## src/rtl/laser_pkg.sv

```systemverilog
// Shared types and constants for the LASER point-stream driver and coverage checker.
package laser_pkg;

  localparam int unsigned COORD_W   = 4;
  localparam int unsigned NUM_PTS   = 40;
  localparam int unsigned RADIUS_SQ = 16;
  localparam int unsigned IDX_W     = 6;
  localparam int unsigned SCORE_W   = 6;
  localparam int unsigned SQ_W      = 2 * COORD_W;
  localparam int unsigned DIST_W    = 2 * COORD_W + 1;

  typedef enum logic [2:0] {
    StIdle,
    StPrst,
    StGap,
    StSend,
    StWait,
    StScore,
    StReport
  } state_e;

  typedef struct packed {
    logic [COORD_W-1:0] x;
    logic [COORD_W-1:0] y;
  } point_t;

  function automatic logic [COORD_W-1:0] abs_diff(input logic [COORD_W-1:0] a,
                                                  input logic [COORD_W-1:0] b);
    return (a > b) ? (a - b) : (b - a);
  endfunction

  // Squared Euclidean distance; the sum of two squares needs one extra bit (max 450).
  function automatic logic [DIST_W-1:0] dist_sq(input point_t p, input point_t c);
    logic [COORD_W-1:0] dx;
    logic [COORD_W-1:0] dy;
    logic [SQ_W-1:0]    sx;
    logic [SQ_W-1:0]    sy;
    dx = abs_diff(p.x, c.x);
    dy = abs_diff(p.y, c.y);
    sx = SQ_W'(dx) * SQ_W'(dx);
    sy = SQ_W'(dy) * SQ_W'(dy);
    return {1'b0, sx} + {1'b0, sy};
  endfunction

endpackage

```

## src/rtl/laser_cover_chk.sv

```systemverilog
// Combinational check: is a point within the squared radius of either of two centres.
module laser_cover_chk
  import laser_pkg::*;
(
  input  point_t pt,
  input  point_t c1,
  input  point_t c2,
  output logic   covered
);

  logic [DIST_W-1:0] d1;
  logic [DIST_W-1:0] d2;

  always_comb begin
    d1      = dist_sq(pt, c1);
    d2      = dist_sq(pt, c2);
    covered = (d1 <= DIST_W'(RADIUS_SQ)) || (d2 <= DIST_W'(RADIUS_SQ));
  end

endmodule

```

## src/rtl/laser_pattern_driver.sv

```systemverilog
// Streams a host-loaded point bank into the LASER core and scores its answer.
// Define LASER_DRV_TIMEOUT_EN to bound the wait for DONE by TIMEOUT_CYC cycles.
module laser_pattern_driver
  import laser_pkg::*;
#(
  parameter int unsigned TIMEOUT_CYC = 1023
)
(
  input  logic               CLK,
  input  logic               RST,
  input  logic               wr_en,
  input  logic [IDX_W-1:0]   wr_addr,
  input  logic [COORD_W-1:0] wr_x,
  input  logic [COORD_W-1:0] wr_y,
  input  logic               start,
  output logic               busy,
  output logic               dut_rst,
  output logic [COORD_W-1:0] X,
  output logic [COORD_W-1:0] Y,
  input  logic               DONE,
  input  logic [COORD_W-1:0] C1X,
  input  logic [COORD_W-1:0] C1Y,
  input  logic [COORD_W-1:0] C2X,
  input  logic [COORD_W-1:0] C2Y,
  output logic [COORD_W-1:0] res_c1x,
  output logic [COORD_W-1:0] res_c1y,
  output logic [COORD_W-1:0] res_c2x,
  output logic [COORD_W-1:0] res_c2y,
  output logic [SCORE_W-1:0] score,
  output logic               result_valid,
  output logic               timeout
);

  localparam logic [IDX_W-1:0] LastIdx = IDX_W'(NUM_PTS - 1);

  state_e           state_q;
  logic [IDX_W-1:0] idx_q;
  logic [IDX_W-1:0] idx_nxt;
  point_t           bank [NUM_PTS];
  point_t           send_pt;
  point_t           score_pt;
  logic             covered;

  // Bank is deliberately not reset so a pattern survives an aborted run.
  always_ff @(posedge CLK) begin
    if (wr_en && (state_q == StIdle) && (wr_addr < IDX_W'(NUM_PTS))) begin
      bank[wr_addr] <= '{x: wr_x, y: wr_y};
    end
  end

  always_comb begin
    idx_nxt  = idx_q + 1'b1;
    send_pt  = (state_q == StGap) ? bank[0] : bank[idx_nxt];
    score_pt = bank[idx_q];
  end

  laser_cover_chk u_cover_chk (
    .pt      (score_pt),
    .c1      ('{x: res_c1x, y: res_c1y}),
    .c2      ('{x: res_c2x, y: res_c2y}),
    .covered (covered)
  );

  assign busy = (state_q != StIdle);

`ifdef LASER_DRV_TIMEOUT_EN
  localparam int unsigned CNT_W = (TIMEOUT_CYC > 1) ? $clog2(TIMEOUT_CYC) : 1;
  logic [CNT_W-1:0] wait_cnt_q;
  logic             timeout_q;
  assign timeout = timeout_q;
`else
  assign timeout = 1'b0;
`endif

  always_ff @(posedge CLK) begin
    if (RST) begin
      state_q      <= StIdle;
      idx_q        <= '0;
      dut_rst      <= 1'b0;
      X            <= '0;
      Y            <= '0;
      res_c1x      <= '0;
      res_c1y      <= '0;
      res_c2x      <= '0;
      res_c2y      <= '0;
      score        <= '0;
      result_valid <= 1'b0;
`ifdef LASER_DRV_TIMEOUT_EN
      wait_cnt_q   <= '0;
      timeout_q    <= 1'b0;
`endif
    end else begin
      dut_rst      <= 1'b0;
      result_valid <= 1'b0;
      unique case (state_q)
        StIdle: begin
          if (start) begin
            state_q <= StPrst;
            dut_rst <= 1'b1;
`ifdef LASER_DRV_TIMEOUT_EN
            timeout_q <= 1'b0;
`endif
          end
        end
        StPrst: state_q <= StGap;
        StGap: begin
          state_q <= StSend;
          idx_q   <= '0;
          {X, Y}  <= send_pt;
        end
        StSend: begin
          if (idx_q == LastIdx) begin
            state_q <= StWait;
            X       <= '0;
            Y       <= '0;
`ifdef LASER_DRV_TIMEOUT_EN
            wait_cnt_q <= '0;
`endif
          end else begin
            idx_q  <= idx_nxt;
            {X, Y} <= send_pt;
          end
        end
        StWait: begin
          // DONE is checked first so it wins over a same-edge expiry.
          if (DONE) begin
            state_q <= StScore;
            idx_q   <= '0;
            score   <= '0;
            res_c1x <= C1X;
            res_c1y <= C1Y;
            res_c2x <= C2X;
            res_c2y <= C2Y;
          end
`ifdef LASER_DRV_TIMEOUT_EN
          else if (wait_cnt_q == CNT_W'(TIMEOUT_CYC - 1)) begin
            state_q      <= StReport;
            result_valid <= 1'b1;
            timeout_q    <= 1'b1;
            score        <= '0;
            res_c1x      <= '0;
            res_c1y      <= '0;
            res_c2x      <= '0;
            res_c2y      <= '0;
          end else begin
            wait_cnt_q <= wait_cnt_q + 1'b1;
          end
`endif
        end
        StScore: begin
          score <= score + SCORE_W'(covered);
          if (idx_q == LastIdx) begin
            state_q      <= StReport;
            result_valid <= 1'b1;
          end else begin
            idx_q <= idx_nxt;
          end
        end
        StReport: state_q <= StIdle;
        default:  state_q <= StIdle;
      endcase
    end
  end

endmodule

```

## config.mk

```make
export PLATFORM = sky130hd
export DESIGN_NAME = laser_pattern_driver
export DESIGN_NICKNAME = d
export VERILOG_FILES = /design/src/rtl/laser_pkg.sv /design/src/rtl/laser_cover_chk.sv /design/src/rtl/laser_pattern_driver.sv
export SDC_FILE = /design/constraint.sdc
export NUM_CORES = 1
export LEC_CHECK = 0
export BUFFER_PORTS_ARGS = -buffer_cell sky130_fd_sc_hd__buf_4
export CORE_MARGIN = 10
export CORE_UTILIZATION = 55
export CTS_BUF_LIST = sky130_fd_sc_hd__clkbuf_16
export CTS_CLUSTER_SIZE = 28
export DETAILED_ROUTE_END_ITERATION = 10
export PLACE_DENSITY = 0.69
export SYNTH_ARGS = -nofsm -noshare
export SYNTH_HDL_FRONTEND = slang
export SYNTH_SLANG_ARGS = --single-unit
```

## constraint.sdc

```tcl
create_clock -name CLK -period 10.82 [get_ports CLK]
set_input_delay 1.082 -clock CLK [delete_from_list [all_inputs] [get_ports CLK]]
set_output_delay 1.082 -clock CLK [all_outputs]
set_load 0.03 [all_outputs]
```

==> reports/results.ini, run 1 <==
[global_route]
grt_max_degree=85
antenna_found_initial=0
grt_pass1_vias=13724
grt_overflow=0
grt_pass1_wl_mm=87.03
grt_usage_pct=25.85

[sta]
fmax_mhz=108.2
hold_violations=0
slew_headroom_pct=13.41
worst_slew_pin_slew_ns=1.289
fin_ws_ns=1.574
fin_skew_ns=0.02905
setup_viol=0
period_share_pct=85.45
hold_slack_ns=0.4913
rsz0062_at_grt=false
min_period_ns=9.246
slew_violations=0
fin_tns_setup_ns=0

[detailed_routing]
vias_per_cell=6.710
routed_wl_mm=57.59
ant_nets=0
drt_pre_antenna_iters=6
wl_per_cell_um=27.88
drtIter0Drc=1837
drc=0
vias=13863

[critical_path]
r2r_setup_slack_ns=1.57
cpMaxStageDelayCell=dfxtp_4
cpPeakStageDelay_ns=0.97
cp-start-kind=flop
r2r_cells=27
crit_type=flop to flop
worstSetupEndpointType=flop
arrival_ns=9.73
cp.required_ns=11.30
crit_fanout=46

[worst_hold_path]
hold_path_class=flop to flop
hold_depth=2

[synth]
synth_top_area_cell=edfxtp_1
synth_area_leaders=edfxtp_1 (47%), mux4_2 (13%), dfxtp_1 (4.6%)
syn_inst=1534
syn_area_um2=20430
async_flop_share_pct=0
syn_area_per_cell_um2=13.32
synth_ff_type=edfxtp_1
ys_ff_latch=367
synth-edff-count=320
yosysTopAreaCellShare_pct=47.03
ys_warn_count=0
syn_nets=1666
ys_seq_area_share_pct=51.64
synth_cell_types=76

[die]
fp.coreArea_um2=36610
start_util_pct=55.81
dieHeight_um=212.7
rows=70
die_x_um=212.7
pin_count=69
dieArea_um2=45260

[job]
cap_violations=0

[pwr]
leakage_nw=7.603
vdd_drop_max_v=0.0001249
p_per_area_nw_per_um2=143.8

[clock_network]
path_clk_slew_ns=0.06
clockBufferDepth=3
cts_hold_buf=0
insertion_delay_ns=0.57
post_cts_buffers=0
cts_root_buf=clkbuf_16
cts_tree=done
cts_inserted_buffers=41
cts_htree_levels=2
cts_num_sinks=367
cts_resized=0

[placed_design]
port_buffers=67
place.gp.congestion=0.9521
place.detailed.hpwl_mm=39.77
pre_cts_slack_ns=1.673

[final_layout]
fillers=2763
layout_commonest_cell=edfxtp_1
nets=1697
syn2layout_area_growth_pct=9.902
layout_common_cells=edfxtp_1 (320), nand2_1 (154), mux4_2 (114)
drive_above_1_share_pct=19.15
diodes=0

[status]
status=finished, final reports clean

## layer usage
| metal | wire (um) | share of wire, % | GRT usage, % |
|---|---|---|---|
| met5 | 0 | 0 | 0 |
| met3 | 7026 | 12 | 7.214 |
| met1 | 22040 | 38 | 34.21 |
| met4 | 2160 | 3.8 | 9.946 |
| met2 | 26360 | 46 | 39.90 |
## metrics by stage
step / utilization (%) / power [W] / area, um^2 / instances
3_3_place_gp: 57.68 / 0.001857 / 21120 / 1990
6_report: 61.33 / 0.003229 / 22450 / 2066
3_5_place_dp: 57.68 / 0.001869 / 21120 / 1990
4_1_cts: 61.33 / 0.003233 / 22450 / 2066
2_1_floorplan: - / 0.001771 / 20430 / 1534
5_1_grt: 61.33 / 0.003334 / 22450 / 2066
## layout make-up
type,count,area [um^2],area share (%)
Clock buffer,42,1051,4.681
Clock inverter,34,287.8,1.282
Inverter,68,255.2,1.137
Multi-Input combinational cell,998,9044,40.28
Sequential cell,367,10560,47.04
Tap cell,468,585.6,2.608
Timing Repair Buffer,89,668.1,2.976
## state kept, by name (all words and copies together) (netlist names), named ones only
register	cells
dut_rst	1
score	6
res_c1y	4
res_c1x	4
res_c2x	4
idx_q	6
bank	320
result_valid	1
state_q	3
Y	4
X	4
res_c2y	4
## cells by family (layout without fill, tap and decap cells)
logic type | count (synthesis) | in the layout | share of synthesized area, %
and+or+nand+nor | 446 | 446 | 11.19
DFF | 367 | 367 | 51.64
AOI/OAI and AO/OA | 255 | 255 | 8.880
muxes | 192 | 192 | 16.47
buffers and inverters | 169 | 233 | 4.379
adders and majority gates | 97 | 97 | 7.043
xor gates and xnor gates | 7 | 7 | 0.3737
other | 1 | 1 | 0.01835
## worst max-delay path: cells and delay by family, from the launching register on
kind	cells	cell delay [ns]
simple gates	2	0.40
mux	2	0.83
compound gates	13	3.21
fa+ha+maj	8	3.27
flops	1	0.97
buf+inv	2	0.46
## synthesized netlist by cell type (15+ instances only)
library cell,number
fa_1,30
edfxtp_1,320
nand2b_1,20
buf_2,28
nor3_1,32
nand3_1,24
buf_6,15
a32oi_1,26
inv_1,68
clkbuf_1,33
dfxtp_1,47
nand3b_1,32
mux4_2,114
ha_1,67
a21o_1,16
nor2_1,79
a22oi_1,19
nand2_1,154
nor3b_1,35
o21ai_0,20
nor2b_1,21
a31oi_1,21
mux2i_1,64
a21oi_1,72
## power by group
group	internal (W)	leakage, nW	switching [W]
clock network	0.000805	0.678	0.000582
registers	0.00154	3.26	0.0000106
logic	0.000114	3.67	0.000173
total	0.00246	7.60	0.000766
## path summary, 6_finish.rpt
| path | startpoint | to |
|---|---|---|
| min | res_c1x[3]$_SDFFE_PP0P_ | res_c1x[3]$_SDFFE_PP0P_ |
| max | flop | score[4]$_SDFFE_PP0P_ |
| max reg2reg | flop | score[4]$_SDFFE_PP0P_ |
| min reg2reg | res_c1x[3]$_SDFFE_PP0P_ | res_c1x[3]$_SDFFE_PP0P_ |
No activity file was read; power rests on OpenSTA's default activity.
==> inputs of run 2 (changes only) <==
--- a/config.mk
+++ b/config.mk
@@ -5,6 +5,7 @@
 export SDC_FILE = /design/constraint.sdc
 export NUM_CORES = 1
 export LEC_CHECK = 0
+export ABC_AREA = 1
 export BUFFER_PORTS_ARGS = -buffer_cell sky130_fd_sc_hd__buf_4
 export CORE_MARGIN = 10
 export CORE_UTILIZATION = 55
==> reports/results.ini, run 2 <==
[synth]
ys_warn_count=0  ; unchanged
synth-edff-count=320  ; unchanged
synth_top_area_cell=edfxtp_1
ys_seq_area_share_pct=50.67  ; -0.97 points
syn_area_per_cell_um2=8.669  ; -35%
synth_area_leaders=edfxtp_1 (46%), nand2_1 (8.1%), o21ai_0 (6.4%)
yosysTopAreaCellShare_pct=46.15  ; -0.88 points
synth_cell_types=47  ; -38%
syn_area_um2=20820  ; +1.9%
async_flop_share_pct=0  ; unchanged
synth_ff_type=edfxtp_1
syn_inst=2402  ; +57%
syn_nets=2534  ; +52%
ys_ff_latch=367  ; unchanged
synth_common_cells=nand2_1 (450), edfxtp_1 (320), inv_1 (299), o21ai_0 (266), nand3_1 (234)
yosys.cell_count.top_type=nand2_1

[job]
cap_violations=0  ; unchanged

[global_route]
grt_pass1_vias=16400  ; +19%
grt_pass1_wl_mm=96.54  ; +11%
grt_overflow=0  ; unchanged
antenna_found_initial=1  ; +1
grt_max_degree=153  ; +80%
grt_usage_pct=26.66  ; +0.81 points

[pwr]
p_per_area_nw_per_um2=286.5  ; +99%
total_power_w=0.006492  ; +100%
vdd_drop_max_v=0.0003430  ; +170%
leakage_nw=9.107  ; +20%

[clock_network]
post_cts_buffers=0  ; unchanged
cts_hold_buf=0  ; unchanged
cts_htree_levels=2  ; unchanged
cts_inserted_buffers=41  ; unchanged
cts_tree=done
clockBufferDepth=3  ; unchanged
cts_root_buf=clkbuf_16
path_clk_slew_ns=0.06  ; about the same
cts_resized=0  ; unchanged
insertion_delay_ns=0.57  ; about the same
cts_num_sinks=367  ; unchanged

[final_layout]
top_regs=bank (320), idx_q (6), score (6)
fin_cells=2930  ; +42%
syn2layout_area_growth_pct=8.839
largest_register_ffs=320  ; unchanged
layout_commonest_cell=nand2_1
fin_area_um2=22660  ; +0.93%
top_register=bank
nets=2520  ; +48%
drive_above_1_share_pct=7.028  ; -12 points
diodes=0  ; unchanged
layout_common_cells=nand2_1 (450), edfxtp_1 (320), inv_1 (308)

[detailed_routing]
ant_nets=0  ; unchanged
drt_pre_antenna_iters=6  ; unchanged
wl_per_cell_um=21.45  ; -23%
vias_per_cell=5.910  ; -12%
drc=0  ; unchanged
vias=17315  ; +25%
drtIter0Drc=2104  ; +15%
routed_wl_mm=62.83  ; +9.1%

[die]
die_x_um=214.6  ; +0.86%
fp.coreArea_um2=37490  ; +2.4%
dieHeight_um=214.6  ; +0.86%
dieArea_um2=46040  ; +1.7%
pin_count=69  ; unchanged
rows=71  ; +1.4%
start_util_pct=55.54  ; -0.26 points

[sta]
rsz0062_at_grt=false
fmax_mhz=111.8  ; +3.3%
fin_tns_setup_ns=0  ; unchanged
setup_viol=0  ; unchanged
fin_skew_ns=0.02096  ; -0.008099 ns
period_share_pct=82.69  ; -2.8 points
hold_violations=0  ; unchanged
min_period_ns=8.947  ; -0.2989 ns
slew_violations=0  ; unchanged
slew_headroom_pct=21.84  ; +8.4 points
worst_slew_pin_slew_ns=1.172  ; -0.1166 ns

[placed_design]
place.detailed.hpwl_mm=40.96  ; +3.0%
place.gp.congestion=0.9586  ; +0.68%
port_buffers=67  ; unchanged
placed_area_um2=21420  ; +1.4%
dp.cells=2856  ; +44%

[worst_hold_path]
hold_path_class=flop to flop
whs_endpoint=score[5]$_SDFFE_PP0P_
hold_depth=1  ; -1
worstHoldStart=score[5]$_SDFFE_PP0P_

[critical_path]
crit_type=flop to flop
r2r_cells=36  ; +33%
crit_top_cell=fa_1
cpMaxStageDelayCell=dfxtp_4
cpPeakStageDelay_ns=0.75  ; -0.22 ns
r2r_end=score[4]$_SDFFE_PP0P_
cp_top_family=adder cells
crit_fanout=66  ; +43%
critPathBufInv=7  ; +5
arrival_ns=9.43  ; -0.30 ns
worstSetupEndpointType=flop
cp-start-kind=flop
r2r_setup_slack_ns=1.87  ; +0.30 ns
cp.required_ns=11.31  ; about the same

[status]
status=finished, final reports clean

[run 2: cell count changes after synthesis, sizes merged, moves of 26 or more]
cell,previous run,this run
a21oi,72,223
a32oi,26,0
clkbuf,34,61
inv,68,309
mux2i,64,1
mux4,114,0
nand2,154,451
nand3,25,240
nand3b,32,0
nor2,79,182
nor3,32,4
nor3b,35,0
o211ai,2,28
o21ai,21,308
[run 2: worst register-to-register path, delay by kind of cell, from the launching register on]
kind,cells,cell delay [ns]
xor+xnor,1,0.35
compound gates,9,1.77
flops,1,0.75
buf+inv,7,1.34
simple gates,10,1.55
fa+ha+maj,9,3.07
[run 2: worst max path at each step]
stage | startpoint | endpoint | slack, ns | cells past startpoint
2_1_floorplan | flop | score[4]$_SDFFE_PP0P_ | 3.81 | 39
3_3_place_gp | flop | score[4]$_SDFFE_PP0P_ | 2.35 | 39
3_5_place_dp | flop | score[4]$_SDFFE_PP0P_ | 2.14 | 39
4_1_cts | flop | score[4]$_SDFFE_PP0P_ | 2.06 | 37
5_1_grt | flop | score[4]$_SDFFE_PP0P_ | 1.22 | 36
6_report | flop | score[4]$_SDFFE_PP0P_ | 1.87 | 36
[run 2: cell families (layout without fill, tap and decap cells)]
family	after synthesis	in the layout	synth area share (%)
AO/OA/AOI/OAI	588	588	14.89
XOR/XNOR	13	13	0.7632
adder cells (fa/ha/maj)	97	97	6.910
buffers and inverters	448	465	8.887
flip-flops	367	367	50.67
multiplexers	1	1	0.04807
other	1	1	0.01801
AND/OR/NAND/NOR	887	887	17.82
[run 2: layout make-up]
cell class | count | area (um^2)
fill | 3302 | 14830
clock buffer | 42 | 1051
multi-input combinational | 1587 | 8424
inverter | 309 | 1166
clock inverter | 32 | 195.2
timing repair buffer | 82 | 628.1
sequential | 367 | 10560
tap | 511 | 639.4
[run 2: where the power goes]
part,switching [W],internal (W),leakage [nW]
registers,0.0000620,0.00157,3.26
logic,0.00218,0.00136,5.21
clock network,0.000572,0.000748,0.642
total,0.00282,0.00367,9.11
[run 2: per-stage QoR]
| stage | setup WS, ns | util (%) | hold slack, ns |
|---|---|---|---|
| 3_5_place_dp | 2.140 | 57.13 | 0.4707 |
| 4_1_cts | 2.058 | 60.45 | 0.4793 |
| 6_report | 1.873 | 60.45 | 0.4734 |
| 5_1_grt | 1.225 | 60.45 | 0.5028 |
| 3_3_place_gp | 2.346 | 57.13 | 0.4552 |
| 2_1_floorplan | 3.811 | - | 0.5021 |
[run 2: layer usage]
layer | part of all wire (%) | track usage [%] | vias to the layer above
li1 | - | - | 8067
met5 | 0.021 | 0 | -
met4 | 4.1 | 11.51 | 2
met3 | 10 | 5.642 | 155
met1 | 40 | 34.85 | 8142
met2 | 46 | 42.20 | 949
==> inputs of run 3 (changes only) <==
==> constraint.sdc (replaced) <==
create_clock -name CLK -period 8.7 [get_ports CLK]
set_input_delay 0.87 -clock CLK [delete_from_list [all_inputs] [get_ports CLK]]
set_output_delay 0.87 -clock CLK [all_outputs]
set_load 0.03 [all_outputs]
==> reports/results.ini, run 3 (synthesis results as in run 2) <==
[global_route]
grt_usage_pct=26.49  ; -0.17 points
grt_max_degree=92  ; -40%
grt_overflow=0  ; unchanged
grt_pass1_wl_mm=96.55  ; about the same
antenna_found_initial=0  ; -1
grt_pass1_vias=16636  ; +1.4%

[detailed_routing]
ant_nets=0  ; unchanged
vias=17392  ; +0.44%
drt_pre_antenna_iters=6  ; unchanged
drtIter0Drc=2430  ; +15%
routed_wl_mm=62.48  ; -0.56%
vias_per_cell=5.918  ; +0.14%
drc=0  ; unchanged
wl_per_cell_um=21.26  ; -0.87%

[placed_design]
place.gp.congestion=0.9504  ; -0.86%
port_buffers=67  ; unchanged
place.detailed.hpwl_mm=40.77  ; -0.48%
pre_cts_slack_ns=0.4554  ; -1.685 ns

[die]
fp.coreArea_um2=37490  ; unchanged
start_util_pct=55.54  ; unchanged
dieArea_um2=46040  ; unchanged
dieHeight_um=214.6  ; unchanged
rows=71  ; unchanged
pin_count=69  ; unchanged
die_x_um=214.6  ; unchanged

[sta]
worst_slew_pin_slew_ns=1.112  ; -0.06006 ns
setup_viol=0  ; unchanged
fin_tns_setup_ns=0  ; unchanged
hold_violations=0  ; unchanged
fin_ws_ns=0.6109  ; -1.262 ns
period_share_pct=92.98  ; +10 points
slew_headroom_pct=25.57  ; +3.7 points
slew_violations=0  ; unchanged
rsz0062_at_grt=false
hold_slack_ns=0.4950  ; +0.02158 ns
min_period_ns=8.089  ; -0.8578 ns
fmax_mhz=123.6  ; +11%
fin_skew_ns=0.01498  ; -0.005972 ns

[clock_network]
cts_htree_levels=2  ; unchanged
cts_hold_buf=0  ; unchanged
insertion_delay_ns=0.57  ; about the same
cts_inserted_buffers=41  ; unchanged
cts_tree=done
cts_root_buf=clkbuf_16
path_clk_slew_ns=0.06  ; about the same
clockBufferDepth=3  ; unchanged
cts_num_sinks=367  ; unchanged

[final_layout]
nets=2531  ; +0.44%
layout_commonest_cell=nand2_1
layout_common_cells=nand2_1 (450), edfxtp_1 (320), inv_1 (307)
largest_register_ffs=320  ; unchanged
fillers=3210  ; -2.8%
syn2layout_area_growth_pct=9.698
multi_input_comb_area_um2=8437  ; +0.15%
regArea_um2=10560  ; unchanged
drive_above_1_share_pct=7.743  ; +0.72 points
top_regs=bank (320), idx_q (6), score (6)
top_register=bank
diodes=0  ; unchanged

[pwr]
p_per_area_nw_per_um2=353.3  ; +23%
leakage_nw=9.184  ; +0.84%
vdd_drop_max_v=0.0003876  ; +13%

[critical_path]
cpMaxStageDelayCell=fa_1
cpPeakStageDelay_ns=0.55  ; -0.20 ns
crit_type=flop to flop
crit_top_cell=nand2_1
worstSetupEndpointType=flop
critPathBufInv=5  ; -2
crit_fanout=68  ; +3.0%
cp-start-kind=flop
arrival_ns=8.57  ; -0.86 ns
cp.required_ns=9.18  ; -2.13 ns
cp_top_family=adder cells

[worst_hold_path]
hold_path_class=flop to flop

[job]
cap_violations=0  ; unchanged

[status]
status=finished, final reports clean

-- run 3: worst paths after layout --
check | start | endpoint | slack [ns] | depth (start not counted)
worst max-delay path | flop | score[4]$_SDFFE_PP0P_ | 0.61 | 37
worst min-delay path | score[5]$_SDFFE_PP0P_ | score[5]$_SDFFE_PP0P_ | 0.49 | 1
worst max register to register | flop | score[4]$_SDFFE_PP0P_ | 0.61 | 37
worst min register to register | score[5]$_SDFFE_PP0P_ | score[5]$_SDFFE_PP0P_ | 0.49 | 1
-- run 3: report_power, final --
group	switching [W]	leakage [nW]	internal, W
Clock	0.000711	0.637	0.000932
Combinational	0.00271	5.29	0.00171
Sequential	0.0000547	3.26	0.00195
Total	0.00347	9.18	0.00460
-- run 3: repair_timing --
item,CTS,global route
setup endpoints to repair,0,5
setup buffers,0,3
gates resized for setup,0,5
-- run 3: per-stage QoR --
stage                     total power, W  area, um^2  instances  utilization, %
after detailed placement        0.006392       21540       2864           57.46
final                           0.008069       22840       2939           60.93
after global routing            0.008848       22840       2939           60.93
after floorplan                 0.005345       20820       2402               -
after global placement          0.006244       21540       2864           57.46
after CTS                       0.008073       22790       2936           60.80
-- run 3: final cells by class --
type | count | share of cell area (%)
Clock inverter | 30 | 0.8819
Tap cell | 511 | 2.799
Multi-Input combinational cell | 1587 | 36.94
Sequential cell | 367 | 46.23
Clock buffer | 42 | 4.601
Timing Repair Buffer | 93 | 3.451
Inverter | 309 | 5.105
-- run 3: worst register-to-register path, delay by kind of cell, from the launching register on --
family | cells | cell delay (ns)
compound gates | 11 | 1.79
xor+xnor | 1 | 0.37
fa+ha+maj | 9 | 3.12
buf+inv | 5 | 0.57
flops | 1 | 0.54
simple gates | 11 | 1.60
-- run 3: layer usage --
layer  vias up  GRT usage [%]  wire length (um)
li1       8092              -                 -
met1      8203          35.51             25040
met2       971          41.78             28350
met3       126          5.994              7268
met4         0          8.840              1821
met5         -              0                 0
